===== src/rtl/bram_arb_pkg.sv =====
// Shared types and constants for the two-port block RAM arbiter.
package bram_arb_pkg;

    typedef enum logic {
        ST_INIT = 1'b0,
        ST_RUN  = 1'b1
    } state_t;

    localparam logic PORT_A = 1'b0;
    localparam logic PORT_B = 1'b1;

endpackage


===== src/rtl/rr_arb2.sv =====
// Two-way round-robin grant: a lone request wins; on a tie the port that was not granted last wins.
module rr_arb2
    import bram_arb_pkg::*;
(
    input  logic [1:0] valid,
    input  logic       last_grant,
    output logic [1:0] grant
);

    assign grant[0] = valid[0] & (~valid[1] | (last_grant == PORT_B));
    assign grant[1] = valid[1] & (~valid[0] | (last_grant == PORT_A));

endmodule


===== src/rtl/bram_arbiter.sv =====
// Shares one single-port, read-first, 1-cycle-latency block RAM between requesters A and B.
// Zero-fills (or INIT_VALUE-fills) the RAM after reset, then grants at most one access per cycle.
module bram_arbiter
    import bram_arb_pkg::*;
#(
    parameter int                       ADDR_WIDTH = 4,
    parameter int                       RAM_WIDTH  = 8,
    parameter int                       RAM_DEPTH  = 16,
    parameter int                       INIT_EN    = 1,
    parameter logic [RAM_WIDTH-1:0]     INIT_VALUE = '0
) (
    input  logic                  clk,
    input  logic                  rst,
    // Handshake: a request is taken on a rising edge where *_valid and *_ready are both high;
    // the requester holds valid and payload stable until then. Read data returns one cycle later.
    input  logic                  a_valid,
    output logic                  a_ready,
    input  logic                  a_we,
    input  logic [ADDR_WIDTH-1:0] a_addr,
    input  logic [RAM_WIDTH-1:0]  a_wdata,
    output logic                  a_rvalid,
    output logic [RAM_WIDTH-1:0]  a_rdata,
    input  logic                  b_valid,
    output logic                  b_ready,
    input  logic                  b_we,
    input  logic [ADDR_WIDTH-1:0] b_addr,
    input  logic [RAM_WIDTH-1:0]  b_wdata,
    output logic                  b_rvalid,
    output logic [RAM_WIDTH-1:0]  b_rdata,
    output logic                  ram_wen,
    output logic [ADDR_WIDTH-1:0] ram_addr,
    output logic [RAM_WIDTH-1:0]  ram_wdata,
    input  logic [RAM_WIDTH-1:0]  ram_rdata,
    output logic                  init_done,
    output state_t                dbg_state
);

    localparam logic [ADDR_WIDTH-1:0] LAST_ADDR = ADDR_WIDTH'(RAM_DEPTH - 1);

    state_t                r_state;
    logic [ADDR_WIDTH-1:0] r_init_cnt;
    logic                  r_last_grant;
    logic [1:0]            r_rd_pend;
    logic                  r_init_done;

    logic                  w_run;
    logic [1:0]            w_valid;
    logic [1:0]            w_grant;
    logic [1:0]            w_we;

    assign w_run   = (r_state == ST_RUN);
    assign w_valid = {b_valid, a_valid} & {2{w_run}};
    assign w_we    = {b_we, a_we};

    rr_arb2 u_rr_arb2 (
        .valid      (w_valid),
        .last_grant (r_last_grant),
        .grant      (w_grant)
    );

    // While reset is held the init sweep must not write, so the write enable is gated by rst.
    always_comb begin
        ram_wen   = 1'b0;
        ram_addr  = '0;
        ram_wdata = '0;
        if (r_state == ST_INIT) begin
            ram_wen   = ~rst;
            ram_addr  = r_init_cnt;
            ram_wdata = INIT_VALUE;
        end else if (w_grant[0]) begin
            ram_wen   = a_we;
            ram_addr  = a_addr;
            ram_wdata = a_wdata;
        end else if (w_grant[1]) begin
            ram_wen   = b_we;
            ram_addr  = b_addr;
            ram_wdata = b_wdata;
        end
    end

    always_ff @(posedge clk or posedge rst) begin
        if (rst) begin
            r_state      <= (INIT_EN != 0) ? ST_INIT : ST_RUN;
            r_init_cnt   <= '0;
            r_last_grant <= PORT_B;
            r_rd_pend    <= 2'b00;
            r_init_done  <= 1'b0;
        end else begin
            r_rd_pend <= w_grant & ~w_we;
            if (w_grant[0]) begin
                r_last_grant <= PORT_A;
            end else if (w_grant[1]) begin
                r_last_grant <= PORT_B;
            end
            if (r_state == ST_INIT) begin
                r_init_cnt <= r_init_cnt + 1'b1;
                if (r_init_cnt == LAST_ADDR) begin
                    r_state     <= ST_RUN;
                    r_init_cnt  <= '0;
                    r_init_done <= 1'b1;
                end
            end else begin
                r_init_done <= 1'b1;
            end
        end
    end

    assign a_ready   = w_grant[0];
    assign b_ready   = w_grant[1];
    assign a_rvalid  = r_rd_pend[0];
    assign b_rvalid  = r_rd_pend[1];
    assign a_rdata   = r_rd_pend[0] ? ram_rdata : '0;
    assign b_rdata   = r_rd_pend[1] ? ram_rdata : '0;
    assign init_done = r_init_done;
    assign dbg_state = r_state;

endmodule


===== config.mk =====
export PLATFORM = sky130hd
export DESIGN_NAME = bram_arbiter
export DESIGN_NICKNAME = d
export VERILOG_FILES = /design/src/rtl/bram_arb_pkg.sv /design/src/rtl/rr_arb2.sv /design/src/rtl/bram_arbiter.sv
export SDC_FILE = /design/constraint.sdc
export NUM_CORES = 1
export LEC_CHECK = 0
export CAP_MARGIN = 20
export CELL_PAD_IN_SITES_DETAIL_PLACEMENT = 0
export CELL_PAD_IN_SITES_GLOBAL_PLACEMENT = 2
export CORE_AREA = 2 2 71 79
export CTS_BUF_LIST = sky130_fd_sc_hd__clkbuf_8
export DETAILED_ROUTE_END_ITERATION = 8
export DIE_AREA = 0 0 73 81
export GPL_ROUTABILITY_DRIVEN = 0
export GPL_TIMING_DRIVEN = 0
export PLACE_DENSITY_LB_ADDON = 0.3
export SYNTH_ARGS = -nofsm -noshare
export SYNTH_HDL_FRONTEND = slang
export SYNTH_HIERARCHICAL = 1
export SYNTH_SLANG_ARGS = --single-unit

===== constraint.sdc =====
create_clock -name clk -period 3.9 [get_ports clk]
set_clock_uncertainty 0.2 [all_clocks]
set_input_delay 0.78 -clock clk [delete_from_list [all_inputs] [get_ports clk]]
set_output_delay 0.78 -clock clk [all_outputs]
set_load 0.02 [all_outputs]

==> results of run 1 <==
[logic make-up after synthesis]
logic type | Yosys count
adder cells (fa/ha/maj) | 1
AND/OR/NAND/NOR | 55
multiplexers | 1
flip-flops | 9
buffers and inverters | 8
AO/OA/AOI/OAI | 21
XOR/XNOR | 1
[sequential cells by signal, indices dropped and copies added (netlist names)]
register,count
dbg_state,1
r_init_cnt,4
r_rd_pend,2
r_last_grant,1
init_done,1
[area by class of cell]
class | instances | area share [%]
Multi-Input combinational cell | 79 | 31.5
Timing Repair Buffer | 74 | 44.4
Tap cell | 60 | 4.46
Sequential cell | 9 | 13.4
Clock buffer | 3 | 2.45
Clock inverter | 1 | 0.223
Buffer | 6 | 3.05
Inverter | 2 | 0.446
[where the power goes]
group	switching (mW)	leakage, nW	internal, mW
Combinational	0.0740	0.609	0.0961
Sequential	0.00442	0.110	0.0976
Clock	0.0383	0.0269	0.0687
[stage by stage]
stage / setup TNS, ns / cell area (um2) / hold WS [ns] / util (%) / worst slack [ns]
CTS: 0 / 1670 / 0.269 / 32.0 / 0.00755
global placement: -3.20 / 1590 / 0.254 / 30.4 / -0.393
detailed placement: -2.96 / 1590 / 0.258 / 30.4 / -0.365
global route: 0 / 1680 / 0.333 / 32.3 / 0.00395
floorplan: 0 / 793 / 0.270 / - / 0.380
finish: 0 / 1680 / 0.262 / 32.3 / 0.118
[path summary, 6_finish.rpt]
check / to / cells after the start / from
max in group asynchronous: r_last_grant / 2 / rst
worst min-delay path: init_done / 1 / init_done
min in group asynchronous: r_init_cnt[1] / 2 / rst
worst max-delay path: ram_addr[3] / 7 / b_valid
worst min register to register: init_done / 1 / init_done
worst max register to register: r_rd_pend[1] / 6 / dbg_state
[metal layers]
| layer | routed length, um | global-route usage [%] | up-vias |
|---|---|---|---|
| met5 | 0 | 0 | - |
| met4 | 54 | 4.63 | 0 |
| met3 | 307 | 2.11 | 4 |
| met1 | 1210 | 11.7 | 450 |
| met2 | 1530 | 20.5 | 68 |
| li1 | - | - | 487 |
[layout by cell type, fill, tap and decap left out, drive strengths merged, types with 2 or more instances in the layout]
cell type	count
and2	18
nor2b	2
clkdlybuf4s50	67
nand2	12
dlymetal6s2s	5
clkbuf	3
nand3b	14
inv	3
a31oi	4
nor2	6
a21boi	11
buf	8
dfrtp	8
[timing repair]
item / 4_1_cts / 5_1_grt
endpoints found under the setup margin: 13 / 5
setup buffers: 2 / 0
gates resized for setup: 5 / 5
gates cloned: 0 / 0
==> results_dict.tcl, run 1 <==
set metrics [dict create \
    coreArea_um2 5220 \
    final.fill_count 532 \
    die_x_um 73 \
    antenna_found_initial 0 \
    drv_slew 0 \
    grt_pass1_vias 1075 \
    dr.pass1.iters 3 \
    worstPathArrival_ns 2.80 \
    synth.largest_area_cell "dfrtp_1" \
    worstSetupStartpointType "input port" \
    die-height_um 81 \
    synthAdderAreaFrac_pct 1.58 \
    clk_path_buf_depth 2 \
    grt-ovfl-total 0 \
    via_per_inst 4.31 \
    rsz0062_at_grt "false" \
    worst-path-buf-inv 3 \
    path_class "in2out" \
    period_share_pct 97.0 \
    outcome "complete, no violations" \
    syn_nets 135 \
    async_reset_ff_share_pct 100 \
    peakVddDrop_mv 0.0802 \
    multi_input_area_um2 531 \
    vias 1009 \
    placed_cells 228 \
    dieArea_um2 5910 \
    fmax_mhz 264 \
    tightest_slew_ns 0.382 \
    synth-xor-area-share_pct 1.10 \
    maxCapViolations 0 \
    worstPathCellList "clkdlybuf4s50_1, and2_1, a21boi_4, buf_4, nand3b_1, a31oi_1, clkdlybuf4s50_1" \
    synth_top_family_by_area "simple AND/OR/NAND/NOR gates" \
    synth_warnings 6 \
    worst_setup_path_end_kind "primary output" \
    synthTopCellsByArea "dfrtp_1 25%, and2_1 14%, nand3b_1 13%" \
    cts-root-buf "clkbuf_8" \
    critPathTopFamily "buffers and inverters" \
    required_ns 2.92 \
    synth_seq_cells 9 \
    synth_edf_count 0 \
    cts_tree "done" \
    ant_nets 0 \
    synth_area_per_cell_um2 8.26 \
    post-synth-top-count-cell "and2_1" \
    total_power_mw 0.379 \
    wl_per_cell_um 13.3 \
    worst_setup_hold_path_clk_slew_ns 0.05 \
    synth-simple-area-share_pct 40.4 \
    period_needed_ns 3.78 \
    drc 0 \
    seq_area_um2 226 \
    ys.flop_type "dfrtp_1" \
    wl_mm 3.10 \
    drtIter0Drc 7 \
    synthTopCellsByCount "18 x and2_1, 14 x nand3b_1, 12 x nand2_1, 8 x dfrtp_1, 7 x a21boi_1" \
    synth_area_um2 793 \
    grt_first_pass_wirelength_mm 5.02 \
    synth.mux.area_fraction_pct 1.42 \
    syn_to_final_growth_pct 112 \
    hpwl_mm 2.47 \
    hold_violations 0 \
    synthCells 96 \
    grt_max_degree 11 \
    final_nets 214 \
    cts_buffers 3 \
    ys_seq_area_share_pct 28.5 \
    crit_fanout 10 \
    cpMaxStageDelayCell "clkdlybuf4s50_1" \
    grt_usage_pct 10.9 \
    ctsHoldBuffers 0 \
    hold_class "reg2reg" \
    setup-violations-final 0 \
    leakage_nw 0.746 \
    htreeDepth 1 \
    port_buffers 72 \
    io_pins 73 \
    rows 28 \
    synth_cell_types 26 \
    start_util_pct 15.2 \
    n_antenna_cell 0 \
    crit_top_cell "clkdlybuf4s50_1" \
    layout.cells.non_filler 234 \
    cpPeakStageDelay_ns 0.63 \
    worst_skew_pair.late_latency_ns 0.23 \
    clkSinkCount 9 \
    synth-compound-area-share_pct 19.6 \
    r2r_slack_ns 2.05 \
    p_per_area_nw_per_um2 225 \
    drive_above_1_share_pct 9.20 \
    synth_top_cell_area_share_pct 25.2 \
    slew_headroom_pct 74.5 \
]
(Power assumes the default switching activity.)
==> run 2: changes to the inputs <==
--- a/config.mk
+++ b/config.mk
@@ -8,13 +8,13 @@
 export CAP_MARGIN = 20
 export CELL_PAD_IN_SITES_DETAIL_PLACEMENT = 0
 export CELL_PAD_IN_SITES_GLOBAL_PLACEMENT = 2
-export CORE_AREA = 2 2 71 79
+export CORE_AREA = 2 2 73 82
 export CTS_BUF_LIST = sky130_fd_sc_hd__clkbuf_8
 export DETAILED_ROUTE_END_ITERATION = 8
-export DIE_AREA = 0 0 73 81
+export DIE_AREA = 0 0 75 84
 export GPL_ROUTABILITY_DRIVEN = 0
 export GPL_TIMING_DRIVEN = 0
-export PLACE_DENSITY_LB_ADDON = 0.3
+export PLACE_DENSITY_LB_ADDON = 0.1
 export SYNTH_ARGS = -nofsm -noshare
 export SYNTH_HDL_FRONTEND = slang
 export SYNTH_HIERARCHICAL = 1
==> constraint.sdc (replaced) <==
create_clock -name clk -period 4.22 [get_ports clk]
set_clock_uncertainty 0.2 [all_clocks]
set_input_delay 0.844 -clock clk [delete_from_list [all_inputs] [get_ports clk]]
set_output_delay 0.844 -clock clk [all_outputs]
set_load 0.02 [all_outputs]
==> run 2 against run 1 <==
  * Power shrank 10%
  * Worst setup slack better by 0.098 ns
  * Non-clock buffer count is 2 lower
==> results_dict.tcl, run 2 (same netlist as run 1, synthesis figures left out) <==
set metrics [dict create \
    worst_skew_pair.late_latency_ns 0.23 \
    fin_util_pct 30.0 \
    htreeDepth 1 \
    hold_class "reg2reg" \
    p_per_area_nw_per_um2 205 \
    dieArea_um2 6300 \
    mostFrequentLayoutCells "72 x clkdlybuf4s50_1, 18 x and2_1, 14 x nand3b_1, 12 x nand2_1, 8 x dfrtp_1" \
    die-height_um 84 \
    cts_buffers 3 \
    hold_violations 0 \
    path_class "in2out" \
    cpMaxStageDelayCell "clkdlybuf4s50_1" \
    grt_pass1_vias 1002 \
    peakVddDrop_mv 0.0851 \
    p_sw_share_pct 29.6 \
    outcome "complete, no violations" \
    period_share_pct 94.9 \
    mostFrequentLayoutCell "clkdlybuf4s50_1" \
    drv_slew 0 \
    grt_max_degree 12 \
    met3_usage_pct 2.66 \
    syn_to_final_growth_pct 110 \
    worstPathArrival_ns 2.96 \
    final.fill_count 580 \
    clockPowerShare_pct 27.6 \
    cpPeakStageDelay_ns 0.63 \
    drive_above_1_share_pct 8.14 \
    drc 0 \
    crit_fanout 11 \
    maxCapViolations 0 \
    p_switching_mw 0.101 \
    critPathTopFamily "buffers and inverters" \
    reg_top3 "r_init_cnt x4, r_rd_pend x2" \
    worst-path-buf-inv 3 \
    crit_top_cell "clkdlybuf4s50_1" \
    clk_path_buf_depth 2 \
    worstPathCellList "clkdlybuf4s50_1, and2_1, a21boi_2, buf_6, a21boi_0, a2bb2oi_1, clkdlybuf4s50_1" \
    seq_power_share_pct 27.6 \
    cts-root-buf "clkbuf_8" \
    total_power_mw 0.340 \
    setup-violations-final 0 \
    start_util_pct 14.3 \
    coreArea_um2 5550 \
    largest_reg_flops 4 \
    fmax_mhz 250 \
    rows 29 \
    combPwrFrac_pct 44.8 \
    wl_mm 3.02 \
    grtUsageMet2_pct 18.1 \
    n_antenna_cell 0 \
    worst_setup_hold_path_clk_slew_ns 0.04 \
    io_pins 73 \
    required_ns 3.18 \
    grt-ovfl-total 0 \
    final_nets 212 \
    port_buffers 72 \
    intPower_mw 0.240 \
    largest_register "r_init_cnt" \
    clkSinkCount 9 \
    ctsHoldBuffers 0 \
    grt_first_pass_wirelength_mm 4.79 \
    antenna_found_initial 0 \
    worst_setup_path_end_kind "primary output" \
    tightest_slew_ns 0.456 \
    via_per_inst 4.05 \
    wl_per_cell_um 12.1 \
    top_usage_layer "met2" \
    rsz0062_at_grt "false" \
    hpwl_mm 2.44 \
    cts_tree "done" \
    die_x_um 75 \
    grt_usage_pct 9.72 \
    cts_setup_buffers 0 \
    dr.pass1.iters 4 \
    worstSetupStartpointType "input port" \
    vias 1009 \
    leakage_nw 0.659 \
    slew_headroom_pct 69.4 \
    ant_nets 0 \
    drtIter0Drc 9 \
    period_needed_ns 4.00 \
    met1_usage_pct 10.4 \
]
-- run 2: area by class of cell --
cell class | instances | area, um2 | share of cell area, %
multi-input combinational | 79 | 515 | 31.0
tap | 77 | 96.3 | 5.79
buffer | 6 | 51.3 | 3.09
clock inverter | 1 | 3.75 | 0.226
sequential | 9 | 226 | 13.6
clock buffer | 3 | 41.3 | 2.48
inverter | 2 | 7.51 | 0.451
timing repair buffer | 72 | 721 | 43.3
-- run 2: stage by stage --
step           std cells  area, um2  hold WS, ns  TNS [ns]  worst slack, ns
3_3_place_gp         245       1610        0.247    -0.859           -0.131
6_report             249       1660        0.263         0            0.216
2_1_floorplan         96        793        0.270         0            0.572
5_1_grt              249       1660        0.294         0           0.0696
4_1_cts              249       1660        0.268         0           0.0730
3_5_place_dp         245       1610        0.258    -0.780           -0.122
-- run 2: worst paths after layout --
check | from | to | slack, ns | cells past startpoint
max in group asynchronous | rst | r_last_grant | 2.81 | 2
worst min register to register | init_done | init_done | 0.26 | 1
min in group asynchronous | rst | init_done | 0.70 | 2
worst max-delay path | a_valid | ram_wen | 0.22 | 7
worst min-delay path | init_done | init_done | 0.26 | 1
worst max register to register | dbg_state | r_rd_pend[0] | 2.32 | 6
-- run 2: worst reg2reg max path, stage by stage, from the launching register on --
cell	delay [ns]
dfrtp_1	0.35
buf_6	0.13
buf_2	0.21
and2_1	0.19
a21boi_2	0.42
buf_6	0.21
nor2b_1	0.13
-- run 2: metal layers --
| layer | part of all wire, % | routed length (um) |
|---|---|---|
| met4 | 0.89 | 27 |
| met2 | 52 | 1570 |
| met3 | 8.3 | 250 |
| met5 | 0 | 0 |
| met1 | 39 | 1170 |
-- run 2: power by group through the flow --
| stage | sequential [mW] | combinational, mW | clock, mW |
|---|---|---|---|
| final | 0.0940 | 0.152 | 0.0940 |
| after global routing | 0.0944 | 0.164 | 0.104 |
| after CTS | 0.0939 | 0.154 | 0.0988 |
| after detailed placement | 0.0951 | 0.153 | 0 |
| after global placement | 0.0949 | 0.152 | 0 |
| after floorplan | 0.0951 | 0.0649 | 0 |
-- run 2: repair_timing --
item | 4_1_cts | 5_1_grt
setup endpoints to repair | 9 | 8
cloned | 0 | 0
resized for setup | 2 | 1
